File: src/rtl/icu_fill_if.sv
// BIU read channel used by the icache line-fill engine: line request plus returning data beats.
interface icu_fill_if;
  logic        biu_req;
  logic [31:0] biu_addr;
  logic        biu_ack;
  logic [31:0] biu_data;
  logic        biu_data_vld;
  logic        biu_err;

  modport master (output biu_req, biu_addr,
                  input  biu_ack, biu_data, biu_data_vld, biu_err);
  modport slave  (input  biu_req, biu_addr,
                  output biu_ack, biu_data, biu_data_vld, biu_err);
endinterface

File: src/rtl/icu_fill.sv
// Icache line-fill engine: requests a line from the BIU and writes each 32-bit beat into the data RAM.
// Optional macro ICU_CRITICAL_WORD_FIRST_EN: request the missing word first and wrap beats around the line.
module icu_fill #(
  parameter int IC_MSB     = 13,
  parameter int LINE_WORDS = 4
) (
  input  logic              clk,
  input  logic              reset_l,
  input  logic              miss_req,
  input  logic [31:0]       miss_addr,
  input  logic              icu_flush,
  output logic              fill_busy,
  output logic              fill_done,
  output logic              fill_err,
  icu_fill_if.master        biu,
  output logic [31:0]       icu_din,
  output logic [1:0]        icu_ram_we,
  output logic [IC_MSB-3:0] icu_addr,
  output logic              icu_ram_en
);

  localparam int WIDX = $clog2(LINE_WORDS);
  localparam int EW   = IC_MSB - 2;
  localparam logic [31:0]   LINE_MASK  = ~((32'(LINE_WORDS) * 32'd4) - 32'd1);
  localparam logic [EW-1:0] ENTRY_MASK = EW'((LINE_WORDS / 2) - 1);

  typedef enum logic [2:0] {S_IDLE, S_REQ, S_FILL, S_DRAIN, S_DONE} state_t;

  typedef struct packed {
    logic [1:0]    we;
    logic [EW-1:0] addr;
    logic [31:0]   din;
  } ram_wr_t;

  state_t          state, state_nxt;
  logic [WIDX-1:0] cnt, start_word, widx;
  logic [EW-1:0]   line_entry;
  logic [31:0]     addr_q;
  logic            drop, err_q;
  ram_wr_t         wr;

  logic beat, bad, last, beat_end, accept, wr_fire;

  assign beat     = biu.biu_data_vld;
  assign bad      = beat & biu.biu_err;
  assign last     = (cnt == WIDX'(LINE_WORDS - 1));
  assign beat_end = beat & (biu.biu_err | last);
  assign accept   = (state == S_IDLE) & miss_req;
  assign widx     = start_word + cnt;
  assign wr_fire  = (state == S_FILL) & ~drop & beat & ~biu.biu_err & ~icu_flush;

  always_ff @(posedge clk or negedge reset_l) begin
    if (!reset_l) state <= S_IDLE;
    else          state <= state_nxt;
  end

  always_comb begin
    state_nxt = state;
    case (state)
      S_IDLE:  if (miss_req) state_nxt = S_REQ;
      // An ack arriving with the flush means beats are coming; they must still be drained.
      S_REQ:   if (biu.biu_ack)    state_nxt = icu_flush ? S_DRAIN : S_FILL;
               else if (icu_flush) state_nxt = S_IDLE;
      S_FILL:  if (icu_flush)      state_nxt = beat_end ? S_IDLE : S_DRAIN;
               else if (bad)       state_nxt = S_IDLE;
               else if (beat && last) state_nxt = S_DONE;
      S_DRAIN: if (beat_end) state_nxt = S_IDLE;
      S_DONE:  state_nxt = S_IDLE;
      default: state_nxt = S_IDLE;
    endcase
  end

  always_comb begin
    fill_busy   = (state != S_IDLE);
    biu.biu_req = (state == S_REQ);
    fill_done   = (state == S_DONE);
    fill_err    = err_q;
  end

  assign biu.biu_addr = addr_q;
  assign icu_din      = wr.din;
  assign icu_ram_we   = wr.we;
  assign icu_addr     = wr.addr;
  assign icu_ram_en   = |wr.we;

  always_ff @(posedge clk or negedge reset_l) begin
    if (!reset_l) begin
      addr_q     <= '0;
      line_entry <= '0;
      start_word <= '0;
      cnt        <= '0;
      drop       <= 1'b0;
      err_q      <= 1'b0;
      wr         <= '0;
    end else begin
      if (accept) begin
        line_entry <= miss_addr[IC_MSB:3] & ~ENTRY_MASK;
`ifdef ICU_CRITICAL_WORD_FIRST_EN
        addr_q     <= miss_addr & ~32'h3;
        start_word <= miss_addr[WIDX+1:2];
`else
        addr_q     <= miss_addr & LINE_MASK;
        start_word <= '0;
`endif
      end

      // Flushed beats still count so DRAIN knows when the BIU transfer has ended.
      if (state == S_IDLE || state_nxt == S_IDLE) cnt <= '0;
      else if (beat && (state == S_FILL || state == S_DRAIN)) cnt <= cnt + WIDX'(1);

      if (state_nxt == S_IDLE) drop <= 1'b0;
      else if (icu_flush && (state == S_FILL || (state == S_REQ && biu.biu_ack))) drop <= 1'b1;

      err_q <= (state == S_FILL) & bad & ~icu_flush;

      wr.we <= wr_fire ? (widx[0] ? 2'b01 : 2'b10) : 2'b00;
      if (wr_fire) begin
        wr.addr <= line_entry + EW'(widx >> 1);
        wr.din  <= biu.biu_data;
      end
    end
  end

endmodule

File: src/flat_wrapper.sv
// flat-port wrapper written by rule: the top's interface ports become plain ports
module icu_fill_flat 
#(
  parameter int IC_MSB     = 13,
  parameter int LINE_WORDS = 4
)
  (clk, reset_l, miss_req, miss_addr, icu_flush, fill_busy, fill_done, fill_err, icu_din, icu_ram_we, icu_addr, icu_ram_en, biu_biu_req, biu_biu_addr, biu_biu_ack, biu_biu_data, biu_biu_data_vld, biu_biu_err);
  icu_fill_if biu_i ();
  input  logic clk;
  input  logic reset_l;
  input  logic miss_req;
  input  logic [31:0] miss_addr;
  input  logic icu_flush;
  output logic fill_busy;
  output logic fill_done;
  output logic fill_err;
  output logic [31:0] icu_din;
  output logic [1:0] icu_ram_we;
  output logic [IC_MSB-3:0] icu_addr;
  output logic icu_ram_en;
  output wire logic [$bits(biu_i.biu_req)-1:0] biu_biu_req;
  output wire logic [$bits(biu_i.biu_addr)-1:0] biu_biu_addr;
  input wire logic [$bits(biu_i.biu_ack)-1:0] biu_biu_ack;
  input wire logic [$bits(biu_i.biu_data)-1:0] biu_biu_data;
  input wire logic [$bits(biu_i.biu_data_vld)-1:0] biu_biu_data_vld;
  input wire logic [$bits(biu_i.biu_err)-1:0] biu_biu_err;
  assign biu_biu_req = biu_i.biu_req;
  assign biu_biu_addr = biu_i.biu_addr;
  assign biu_i.biu_ack = biu_biu_ack;
  assign biu_i.biu_data = biu_biu_data;
  assign biu_i.biu_data_vld = biu_biu_data_vld;
  assign biu_i.biu_err = biu_biu_err;
  icu_fill #(.IC_MSB(IC_MSB), .LINE_WORDS(LINE_WORDS)) u_core (.clk(clk), .reset_l(reset_l), .miss_req(miss_req), .miss_addr(miss_addr), .icu_flush(icu_flush), .fill_busy(fill_busy), .fill_done(fill_done), .fill_err(fill_err), .biu(biu_i), .icu_din(icu_din), .icu_ram_we(icu_ram_we), .icu_addr(icu_addr), .icu_ram_en(icu_ram_en));
endmodule
File: config.mk
export PLATFORM = sky130hd
export DESIGN_NAME = icu_fill_flat
export DESIGN_NICKNAME = d
export VERILOG_FILES = /design/src/rtl/icu_fill_if.sv /design/src/rtl/icu_fill.sv /design/src/flat_wrapper.sv
export SDC_FILE = /design/constraint.sdc
export NUM_CORES = 1
export LEC_CHECK = 0
export ABC_AREA = 1
export CAP_MARGIN = 20
export CORE_AREA = 2 2 93 95
export DETAILED_ROUTE_END_ITERATION = 8
export DIE_AREA = 0 0 95 97
export GPL_ROUTABILITY_DRIVEN = 1
export PLACE_DENSITY = 0.85
export SLEW_MARGIN = 10
export SYNTH_ARGS = -nofsm -noshare
export SYNTH_HDL_FRONTEND = slang
export SYNTH_SLANG_ARGS = --single-unit
File: constraint.sdc
create_clock -name clk -period 1.65 [get_ports clk]
set_input_delay 0.33 -clock clk [delete_from_list [all_inputs] [get_ports clk]]
set_output_delay 0.33 -clock clk [all_outputs]
set_load 0.05 [all_outputs]
# Word-level counts from Yosys, hierarchy flattened
# Cells that the tools add are included.
# word_totals
ff_bits	90
latch_bits	0
ram_bits	0
rom_bits	0
in_bits	71
out_inout_bits	82
elab_cells	58
mem_count	0
# op_classes
n_addsub	2
multipliers	0
div_mod_pow	0
order_cmp	0
n_eq_ne	5
shift	0
n_mux	16
bitwise_logic	13
reduce_logical	13
# ops
operator	count
$mux 3	7
$pmux 3 s4	1
$add 11x1->11	1
$mux 2	5
$and 1x1->1	9
$eq 3x2->1 const B	2
$logic_not 3->1	2
$logic_and 1x1->1	4
$reduce_bool 2->1	2
$eq 3x1->1 const B	1
$eq 3x3->1 const B	1
$logic_or 1x1->1	3
$mux 1	3
$not 1->1	3
$reduce_bool 3->1	1
$add 2x1->2 const B	1
$eq 2x2->1 const B	1
$reduce_or 2->1	1
$or 1x1->1	1

# Longest topological paths before layout
# Gate-level depths: netlist of run 1.
# depth
depth_word	9
ltp_mapped	9
ltp_nobuf	9

# Worst setup path before layout of run 1
# Ideal clock, no wire load.
# synth_path
path_type	flip-flop to output port
from	register u_core.state[0]
to	output fill_done
t_arrival_ns	1.548
required_ns	1.320
path_slack_ns	-0.228
stages_incl_launch_ff	2
n_path_buf	0
cell_sequence	dfrtp_1 > nor3_1
# synth_between
elab_chain_len	1
# synth_rtl
item	line_no	text
from (decl)	icu_fill.sv:35	state_t state, state_nxt;
from (signal assigned)	icu_fill.sv:54	else state <= state_nxt;
$eq 3x3->1	icu_fill.sv:76	fill_done = (state == S_DONE);
to (decl)	flat_wrapper.sv:15	output logic fill_done;
# No other way between the ends.

# Worst setup path after layout of run 1
# layout_path
from	register u_core.state[1]
to	output biu_biu_req
# layout_between
elab_chain_len	1
# layout_rtl
item	line_no	text
$eq 3x1->1	icu_fill.sv:75	biu.biu_req = (state == S_REQ);
to (decl)	flat_wrapper.sv:21	output wire logic [$bits(biu_i.biu_req)-1:0] biu_biu_req;
# No other way between the ends.

==> flow_summary_export.csv, run 1 <==
group,metric,value,unit
sta,hold_viol_final,0,
worst_setup_path,worstRegToRegCells,7,
cells_and_area,final_common_cell,"nand2_1",
cells_and_area,fin_nets,579,
cts,cts_root_buf,"clkbuf_8",
worst_hold_path,hp-class,"primary input to async pin",
cts,cts_buffer_depth,2,
cts,insertion_delay,0.34,ns
placed_design,place_congestion,0.775,
cts,clk_pin_slew,0.08,ns
global_routing,grt_pass1_vias,2761,
yosys,synth_warnings,0,
worst_setup_path,crit_path_max_fanout,6,
sta,period_needed,1.61,ns
route,vias_per_cell,4.51,
job,maxCapViolCount,0,
route,via_count,2785,
power,p_per_area,2140,mW/mm^2
yosys,synth_area,0.00325,sq mm
worst_setup_path,arrival,1.28,ns
route,drt.antenna.violating_nets,0,
floorplanning,die_y,97,um
floorplanning,ioPinCount,153,
worst_setup_path,critical_path_class,"flop to output pin",
power,p_leak,2.57,nW
sta,fin_worst_skew,0.0111,ns
yosys,ys_types,25,
outcome,status,"finished clean",
cells_and_area,n_antenna_cell,0,
route,routed_wirelength,7660,um
cts,cts_tree,"done",
placed_design,post-place-ws,-0.104,ns
placed_design,placement.io_buffers,144,
power,power,10.5,mW
worst_setup_path,start_kind,"flop",
cts,cts_max_level,3,
power,peakVddDrop,1.46,mV
yosys,syn_area_per_cell,9.11,sq um
yosys,ys_seq_area_share,61.5,%
cells_and_area,syn_to_final_growth,50.4,%
worst_setup_path,critPathLaunch,"u_core.state[1]",
cells_and_area,drive_gt1_share,23.8,%
floorplanning,die_w,95,um
sta,final_max_slew_viol_count,0,
global_routing,grt_usage,17.3,%
sta,period_share,97.4,%
yosys,synthCells,357,
cts,cts_sinks,80,
global_routing,overflow,0,
route,drtIter0Drc,155,
global_routing,grt_pass1_wl,12500,um
placed_design,dp_hpwl,5810,um
floorplanning,placement_rows,33,
cells_and_area,mostFrequentLayoutCells,"124 x nand2_1, 84 x buf_4, 77 x dfrtp_1, 65 x clkdlybuf4s50_1, 50 x inv_1",
worst_setup_path,endpoint_kind,"output pin",
yosys,ys_ff_latch,80,
global_routing,antenna_found_initial,0,
sta,rsz0062_at_grt,"true",
route,wl_per_cell,12.4,um
floorplanning,floorplan.core_area,0.00813,sq mm
worst_setup_path,timing.rr.start,"u_core.state[2]",
sta,report.final.setup_viol,0,
route,drtPass1Iterations,4,
floorplanning,initial_core_util,40.0,%
sta,max_freq,622,MHz
worst_setup_path,crit_required,1.32,ns
floorplanning,dieArea,0.00922,sq mm
sta,setup_ws,0.0434,ns
cts,cts_buffers,9,
global_routing,grt_max_degree,81,
route,drc,0,
worst max-delay path, stage by stage (launching register included):
cell and delay [ns]:
dfrtp_2 0.45, inv_1 0.10, nand2_1 0.09, nor2_4 0.14, buf_12 0.15
cell usage after synthesis (all sizes together):
| cell | instances | share of area [%] |
|---|---|---|
| nand2 | 124 | 14 |
| ha | 1 | 0.38 |
| mux2 | 1 | 0.35 |
| clkbuf | 5 | 0.58 |
| a21oi | 2 | 0.31 |
| xor2 | 1 | 0.27 |
| conb | 1 | 0.12 |
| dfrtp | 80 | 62 |
| nand4 | 1 | 0.19 |
| inv | 51 | 5.9 |
| or2 | 1 | 0.19 |
| nor2 | 12 | 1.7 |
| o21ai | 55 | 9.0 |
| nand3 | 6 | 1.3 |
| nor3 | 1 | 0.15 |
| buf | 14 | 3.3 |
| nor3b | 1 | 0.38 |
routing by layer:
metal / wire, um / vias to the layer above / GRT usage, % / part of all wire, %
li1: - / 1383 / - / -
met1: 3090 / 1273 / 19.8 / 40
met2: 3770 / 116 / 29.5 / 49
met3: 685 / 13 / 7.01 / 8.9
met4: 111 / 0 / 5.02 / 1.4
met5: 0 / - / 0 / 0
logic make-up (layout without fill, tap and decap cells):
group	count (synthesis)	in the layout	synth area share, %
AND/OR/NAND/NOR	146	146	18.2
adder cells (fa/ha/maj)	1	1	0.385
XOR/XNOR	1	1	0.269
AO/OA/AOI/OAI	57	57	9.35
other	1	4	0.115
buffers and inverters	70	222	9.77
multiplexers	1	1	0.346
flip-flops	80	80	61.5
layout make-up:
class                           instances  area (sq um)
Clock buffer                           11           141
Clock inverter                          5          63.8
Fill cell                             695          3240
Inverter                               51           191
Multi-Input combinational cell        210           957
Sequential cell                        80          2010
Tap cell                              105           131
Timing Repair Buffer                  155          1400
timing repair:
item,4_1_cts,5_1_grt
hold endpoints to repair,0,0
gates cloned,0,0
setup buffers,0,2
resized for setup,1,4
hold buffers,0,0
setup endpoints to repair,1,6
stage by stage:
stage	setup TNS, ns	cell area, sq um	hold WS (ns)	util [%]	instances
2_1_floorplan	0	3270	0.0344	-	360
5_1_grt	-0.0655	4890	0.0113	60.1	617
4_1_cts	0	4870	0.0152	59.9	615
3_3_place_gp	-0.562	4660	0.383	57.3	599
3_5_place_dp	-1.84	4660	0.388	57.3	599
6_report	0	4890	0.000340	60.1	617
power by group:
part	leakage (nW)	total [mW]	internal, mW	switching (mW)
registers	1.02	3.24	2.76	0.481
clock network	0.101	1.45	0.754	0.694
logic	1.45	5.79	1.76	4.02
path summary, 6_finish.rpt:
path / to / slack [ns]
setup / recovery: biu_biu_req / 0.04
hold / removal: u_core.icu_din[17] / 0.0003
setup reg to reg: u_core.icu_din[9] / 0.17
hold reg to reg: u_core.icu_addr[3] / 0.49
max in group asynchronous: u_core.icu_addr[3] / 1.31
min in group clk: u_core.icu_addr[3] / 0.49
state kept, by name (all words and copies together) (netlist names):
register / count
u_core.cnt: 2
u_core.icu_ram_we: 2
u_core.icu_din: 32
u_core.line_entry: 9
u_core.drop: 1
u_core.fill_err: 1
u_core.biu.biu_addr: 19
u_core.icu_addr: 11
u_core.state: 3
No activity file was read; power rests on OpenSTA's default activity.
==> inputs of run 2 (changes only) <==
--- a/config.mk
+++ b/config.mk
@@ -5,13 +5,12 @@
 export SDC_FILE = /design/constraint.sdc
 export NUM_CORES = 1
 export LEC_CHECK = 0
-export ABC_AREA = 1
 export CAP_MARGIN = 20
-export CORE_AREA = 2 2 93 95
+export CORE_AREA = 2 2 92 94
 export DETAILED_ROUTE_END_ITERATION = 8
-export DIE_AREA = 0 0 95 97
+export DIE_AREA = 0 0 94 96
 export GPL_ROUTABILITY_DRIVEN = 1
-export PLACE_DENSITY = 0.85
+export PLACE_DENSITY = 0.86
 export SLEW_MARGIN = 10
 export SYNTH_ARGS = -nofsm -noshare
 export SYNTH_HDL_FRONTEND = slang
==> run 2 against run 1 <==
The flow now finishes with violations (negative setup slack). Clock skew up 0.0019 ns. Global-route usage grew 0.051 points. First-iteration DRC count is 83% lower. Via count down 16%. Critical path depth grew 2. Setup slack got worse by 0.24 ns. Design area grew 8.0%. Die area shrank 2.1%. Worst hold slack gained 0.50 ns. Utilization is 5.4 points higher. Register-to-register slack worse by 0.35 ns.
==> flow_summary_export.csv, run 2 <==
group,metric,value,unit
cts,cts_sinks,80,
yosys,synthCells,207,
cells_and_area,drive_gt1_share,52.4,%
sta,final_max_slew_viol_count,0,
sta,fin_worst_skew,0.0130,ns
cells_and_area,nFillCells,609,
placed_design,place_inst,461,
cts,clk_pin_slew,0.08,ns
yosys,synthArstFlopShare,100,%
placed_design,dp_hpwl,5420,um
worst_setup_path,critical-path-max-stage-delay,0.43,ns
worst_setup_path,worst_path_max_delay_cell,"clkdlybuf4s50_1",
power,p_leak,2.48,nW
floorplanning,die_w,94,um
worst_setup_path,critical_path_class,"primary input to flop",
route,wl_per_cell,17.1,um
cells_and_area,design_area,0.00528,sq mm
sta,period_share,112,%
cts,cts_tree,"done",
sta,final.setup.tns,-6.85,ns
yosys,ys_types,34,
cells_and_area,mostFrequentLayoutCells,"92 x buf_4, 80 x dfrtp_1, 64 x clkdlybuf4s50_1, 40 x mux2_4, 30 x mux2_2",
floorplanning,initial_core_util,39.8,%
job,maxCapViolCount,0,
sta,report.final.setup_viol,49,
route,drtPass1Iterations,4,
yosys,syn_area_per_cell,15.5,sq um
route,routed_wirelength,8320,um
route,via_count,2333,
cells_and_area,utilization,65.6,%
placed_design,placement.io_buffers,144,
cts,cts_buffers,9,
worst_setup_path,crit_required,1.87,ns
worst_setup_path,crit_path_max_fanout,16,
yosys,ys_top_cells_by_area,"dfrtp_1 62%, mux2_2 24%, buf_6 1.4%, mux2_1 1.1%, buf_4 0.94%",
cells_and_area,largest_register_ffs,32,
sta,hold_viol_final,0,
route,drc,0,
global_routing,overflow,0,
route,vias_per_cell,4.79,
yosys,synth_warnings,0,
power,peakVddDrop,1.51,mV
yosys,yosys-top-cells-count,"80 x dfrtp_1, 68 x mux2_2, 4 x buf_4, 4 x buf_6, 4 x o21ai_0",
placed_design,place_congestion,0.789,
sta,period_needed,1.85,ns
sta,rsz0062_at_grt,"true",
global_routing,antenna_found_initial,0,
cts,cts_max_level,3,
global_routing,grt_usage,17.4,%
yosys,synthFlopType,"dfrtp_1",
floorplanning,ioPinCount,153,
yosys,synth.top_cell.area_share,62.5,%
route,drt.antenna.violating_nets,0,
outcome,status,"complete, but fails checks",
sta,max_freq,542,MHz
floorplanning,placement_rows,33,
route,drtIter0Drc,26,
global_routing,grt_max_degree,41,
cts,cts_buffer_depth,2,
worst_setup_path,path_cells,"clkdlybuf4s50_1 -> or3b_4 -> nor4_4 -> buf_6 -> buf_16 -> mux2_2",
cts,cts_root_buf,"clkbuf_8",
floorplanning,floorplan.core_area,0.00805,sq mm
cells_and_area,final_common_cell,"buf_4",
yosys,ys_ff_latch,80,
worst_hold_path,hp-class,"primary input to async pin",
global_routing,grt_pass1_wl,12000,um
yosys,yosysMostFrequentCell,"dfrtp_1",
yosys,synth_edf_count,0,
floorplanning,dieArea,0.00902,sq mm
global_routing,grt_pass1_vias,2454,
worst_setup_path,endpoint_kind,"flop",
sta,setup_ws,-0.196,ns
cts,insertion_delay,0.33,ns
placed_design,dpl-instance-area,0.00470,sq mm
outcome,violations,"negative setup slack",
yosys,ys_seq_area_share,62.5,%
power,p_per_area,2300,mW/mm^2
cells_and_area,n_antenna_cell,0,
worst_setup_path,arrival,2.07,ns
floorplanning,die_y,96,um
cells_and_area,fin_cells,487,
yosys,yosys.area.top_type,"dfrtp_1",
worst_setup_path,start_kind,"primary input",
cells_and_area,syn_to_final_growth,64.8,%
cells_and_area,fin_nets,450,
yosys,synth_area,0.00321,sq mm
## run 2: cell count changes after synthesis, moves of 5 or more
cell     before  now
o21ai_2       5    0
nand3_1       5    0
nand2_1     124    0
inv_1        50    2
o21ai_1      15    0
o21ai_0      35    4
nor2_1       10    3
mux2_2        1   68
## run 2: routing by layer
layer | routed length [um] | share of wire [%] | track usage (%) | vias to the layer above
met4 | 92 | 1.1 | 6.52 | 0
met5 | 0 | 0 | 0 | -
met3 | 683 | 8.2 | 5.01 | 9
met1 | 3320 | 40 | 20.6 | 1153
met2 | 4230 | 51 | 30.0 | 106
li1 | - | - | - | 1065
## run 2: worst max-delay path: cells and delay by family
kind                   cells  cell delay (ns)
AND/OR/NAND/NOR            2             0.60
buffers and inverters      3             0.79
multiplexers               1             0.35
## run 2: cells by family (layout without fill, tap and decap cells)
kind of cell,Yosys count,after routing,synth area share [%]
AND/OR/NAND/NOR,25,25,5.82
buffers and inverters,16,188,3.40
other,1,4,0.117
flip-flops,80,80,62.5
AO/OA/AOI/OAI,13,13,2.89
multiplexers,71,71,24.9
adder cells (fa/ha/maj),1,1,0.390
## run 2: final timing paths
check / endpoint / slack, ns / depth (start not counted) / start
setup / recovery: u_core.icu_din[29] / -0.20 / 6 / icu_flush
hold / removal: u_core.icu_din[19] / 0.50 / 2 / reset_l
setup reg to reg: u_core.icu_din[29] / -0.18 / 5 / u_core.state[0]
hold reg to reg: u_core.icu_din[28] / 0.51 / 1 / u_core.icu_din[28]
max in group asynchronous: u_core.drop / 0.60 / 3 / reset_l
min in group clk: u_core.icu_din[28] / 0.51 / 1 / u_core.icu_din[28]
## run 2: stage by stage
step | hold WS (ns) | worst slack [ns] | total power, mW
2_1_floorplan | 0.0344 | -0.197 | 7.77
5_1_grt | 0.520 | -0.246 | 12.7
3_5_place_dp | 0.302 | -0.575 | 9.96
3_3_place_gp | 0.292 | -0.549 | 9.79
6_report | 0.497 | -0.196 | 12.1
4_1_cts | 0.490 | -0.171 | 12.0
## run 2: repair_timing
item / 4_1_cts / 5_1_grt
pin swaps: 0 / 1
cloned: 2 / 2
endpoints found under the hold margin: 30 / 0
hold buffers: 1 / 0
setup endpoints to repair: 60 / 76
resized for setup: 36 / 19
setup buffers: 4 / 2
## run 2: cell type report
| cell class | instances | area (sq um) | area share, % |
|---|---|---|---|
| well taps | 105 | 131 | 2.49 |
| inverters | 2 | 7.51 | 0.142 |
| flip-flops and latches | 80 | 2000 | 37.9 |
| multi-input cells | 114 | 1310 | 24.8 |
| clock buffers | 10 | 128 | 2.42 |
| clock inverters | 5 | 106 | 2.01 |
| repair buffers | 171 | 1600 | 30.2 |
## run 2: report_power, final
part / internal (mW) / leakage (nW) / switching (mW)
combinational: 2.71 / 1.38 / 4.32
clock: 1.00 / 0.113 / 0.673
sequential: 2.87 / 0.988 / 0.556
==> inputs of run 3 (changes only) <==
--- a/config.mk
+++ b/config.mk
@@ -7,6 +7,7 @@
 export LEC_CHECK = 0
 export CAP_MARGIN = 20
 export CORE_AREA = 2 2 92 94
+export CTS_BUF_LIST = sky130_fd_sc_hd__clkbuf_8 sky130_fd_sc_hd__clkbuf_16
 export DETAILED_ROUTE_END_ITERATION = 8
 export DIE_AREA = 0 0 94 96
 export GPL_ROUTABILITY_DRIVEN = 1
==> run 3 against run 2 <==
The flow still finishes with violations (negative setup slack). Critical path depth is the same. Utilization is the same. Non-clock buffer count is the same. Clock skew is essentially flat. First-iteration DRC count is the same. Clock-buffer cell count shrank 1. Register-to-register slack is essentially flat. Power is essentially flat. Die area is the same. Global-route usage is the same. Design area is the same. Sequential share of layout area is the same. Critical path type unchanged.
==> flow_summary_export.csv, run 3 (synthesis gave the netlist of run 2 again) <==
group,metric,value,unit
route,wl_per_cell,17.1,um
cells_and_area,design_area,0.00528,sq mm
floorplanning,die_w,94,um
floorplanning,die_y,96,um
cts,insertion_delay,0.33,ns
worst_setup_path,critPathLaunch,"icu_flush",
power,power_frac_clock,13.8,%
floorplanning,floorplan.core_area,0.00805,sq mm
sta,setup_ws,-0.195,ns
power,power_frac_comb,58.0,%
route,drtIter0Drc,26,
global_routing,overflow,0,
worst_setup_path,arrival,2.07,ns
sta,period_share,112,%
sta,fin_worst_skew,0.0129,ns
floorplanning,placement_rows,33,
route,vias_per_cell,4.78,
cells_and_area,seq_area,0.00200,sq mm
outcome,violations,"negative setup slack",
cells_and_area,final_common_cell,"buf_4",
cts,cts_sinks,80,
global_routing,grt_pass1_wl,12000,um
worst_setup_path,critical_path_class,"primary input to flop",
placed_design,placement.io_buffers,144,
cts,cts_max_level,3,
power,swShare,45.8,%
cells_and_area,fin_nets,450,
cells_and_area,n_antenna_cell,0,
cts,cts_buffer_depth,2,
cts,cts_tree,"done",
global_routing,grt_max_degree,41,
cts,cts_root_buf,"clkbuf_8",
power,peakVddDrop,1.51,mV
worst_setup_path,start_kind,"primary input",
worst_setup_path,endpoint_kind,"flop",
global_routing,grt_usage,17.4,%
cells_and_area,syn_to_final_growth,64.8,%
floorplanning,ioPinCount,153,
placed_design,dpl-instance-area,0.00470,sq mm
floorplanning,initial_core_util,39.8,%
cells_and_area,largest_register_ffs,32,
placed_design,dp_hpwl,5420,um
power,switchingPower,5.55,mW
sta,final_max_slew_viol_count,0,
power,p_leak,2.48,nW
cells_and_area,nFillCells,609,
cts,cts_buffers,9,
sta,rsz0062_at_grt,"true",
sta,max_freq,542,MHz
route,drtPass1Iterations,4,
cells_and_area,multi_input_area,0.00131,sq mm
worst_setup_path,worstRegToRegCells,5,
power,p_per_area,2300,mW/mm^2
cts,clk_pin_slew,0.08,ns
global_routing,antenna_found_initial,0,
global_routing,grt_pass1_vias,2454,
worst_setup_path,crit_path_max_fanout,16,
sta,report.final.setup_viol,49,
route,via_count,2326,
power,p_seq_share,28.2,%
worst_hold_path,hp-class,"primary input to async pin",
cells_and_area,mostFrequentLayoutCells,"92 x buf_4, 80 x dfrtp_1, 64 x clkdlybuf4s50_1, 40 x mux2_4, 30 x mux2_2",
job,maxCapViolCount,0,
cells_and_area,drive_gt1_share,52.4,%
power,p_int,6.57,mW
route,routed_wirelength,8350,um
worst_setup_path,crit_required,1.88,ns
placed_design,place_congestion,0.789,
worst_setup_path,timing.rr.start,"u_core.state[0]",
power,power,12.1,mW
sta,period_needed,1.84,ns
sta,hold_viol_final,0,
worst_setup_path,rr_endpoint,"u_core.icu_din[29]",
route,drc,0,
worst_setup_path,reg2reg_slack,-0.18,ns
floorplanning,dieArea,0.00902,sq mm
outcome,status,"complete, but fails checks",
route,drt.antenna.violating_nets,0,
sta,final.setup.tns,-6.83,ns
run 3: changes by cell type in the layout (fill, tap and decap cells not counted), sizes merged:
cell    previous run  this run
inv                2         3
clkbuf            12        11
run 3: final cells by class:
cell class	count	share of cell area, %
sequential	80	37.9
multi-input combinational	114	24.8
inverter	2	0.142
clock inverter	6	2.08
timing repair buffer	171	30.2
tap	105	2.49
clock buffer	9	2.35
run 3: power groups by stage:
stage	Clock (mW)	Sequential (mW)	Combinational [mW]
global placement	0	3.35	6.44
finish	1.67	3.42	7.03
CTS	1.72	3.40	6.85
detailed placement	0	3.42	6.54
global route	1.81	3.54	7.34
floorplan	0	6.35	1.41
run 3: what timing repair did:
item	CTS	global route
hold buffers	1	0
pin swaps	0	1
hold endpoints to repair	30	0
endpoints found under the setup margin	60	76
setup buffers	4	2
gates resized for setup	36	19
cloned	2	2
run 3: routing by layer:
metal	vias to the layer above	share of wire (%)	GRT usage [%]
met2	107	50	30.0
met5	-	0	0
met3	9	8.3	5.01
met4	0	1.2	6.52
li1	1064	-	-
met1	1146	40	20.6
run 3: worst max-delay path: stages:
cell and delay [ns]:
clkdlybuf4s50_1 0.43, or3b_4 0.41, nor4_4 0.19, buf_6 0.19, buf_16 0.17, mux2_2 0.35
run 3: how the worst max path moves through the flow:
stage,to,slack (ns),depth (start not counted)
6_report,u_core.icu_din[29],-0.19,6
5_1_grt,u_core.icu_din[29],-0.25,5
4_1_cts,u_core.icu_din[14],-0.17,5
3_5_place_dp,u_core.icu_addr[5],-0.57,5
3_3_place_gp,u_core.icu_addr[5],-0.55,5
2_1_floorplan,u_core.icu_din[0],-0.20,4
run 3: through the flow:
| step | std cells | setup WS, ns | hold slack (ns) | util [%] |
|---|---|---|---|---|
| finish | 487 | -0.195 | 0.492 | 65.6 |
| detailed placement | 461 | -0.575 | 0.302 | 58.4 |
| floorplan | 210 | -0.197 | 0.0344 | - |
| global placement | 461 | -0.549 | 0.292 | 58.4 |
| CTS | 483 | -0.171 | 0.490 | 63.9 |
| global route | 487 | -0.246 | 0.519 | 65.6 |
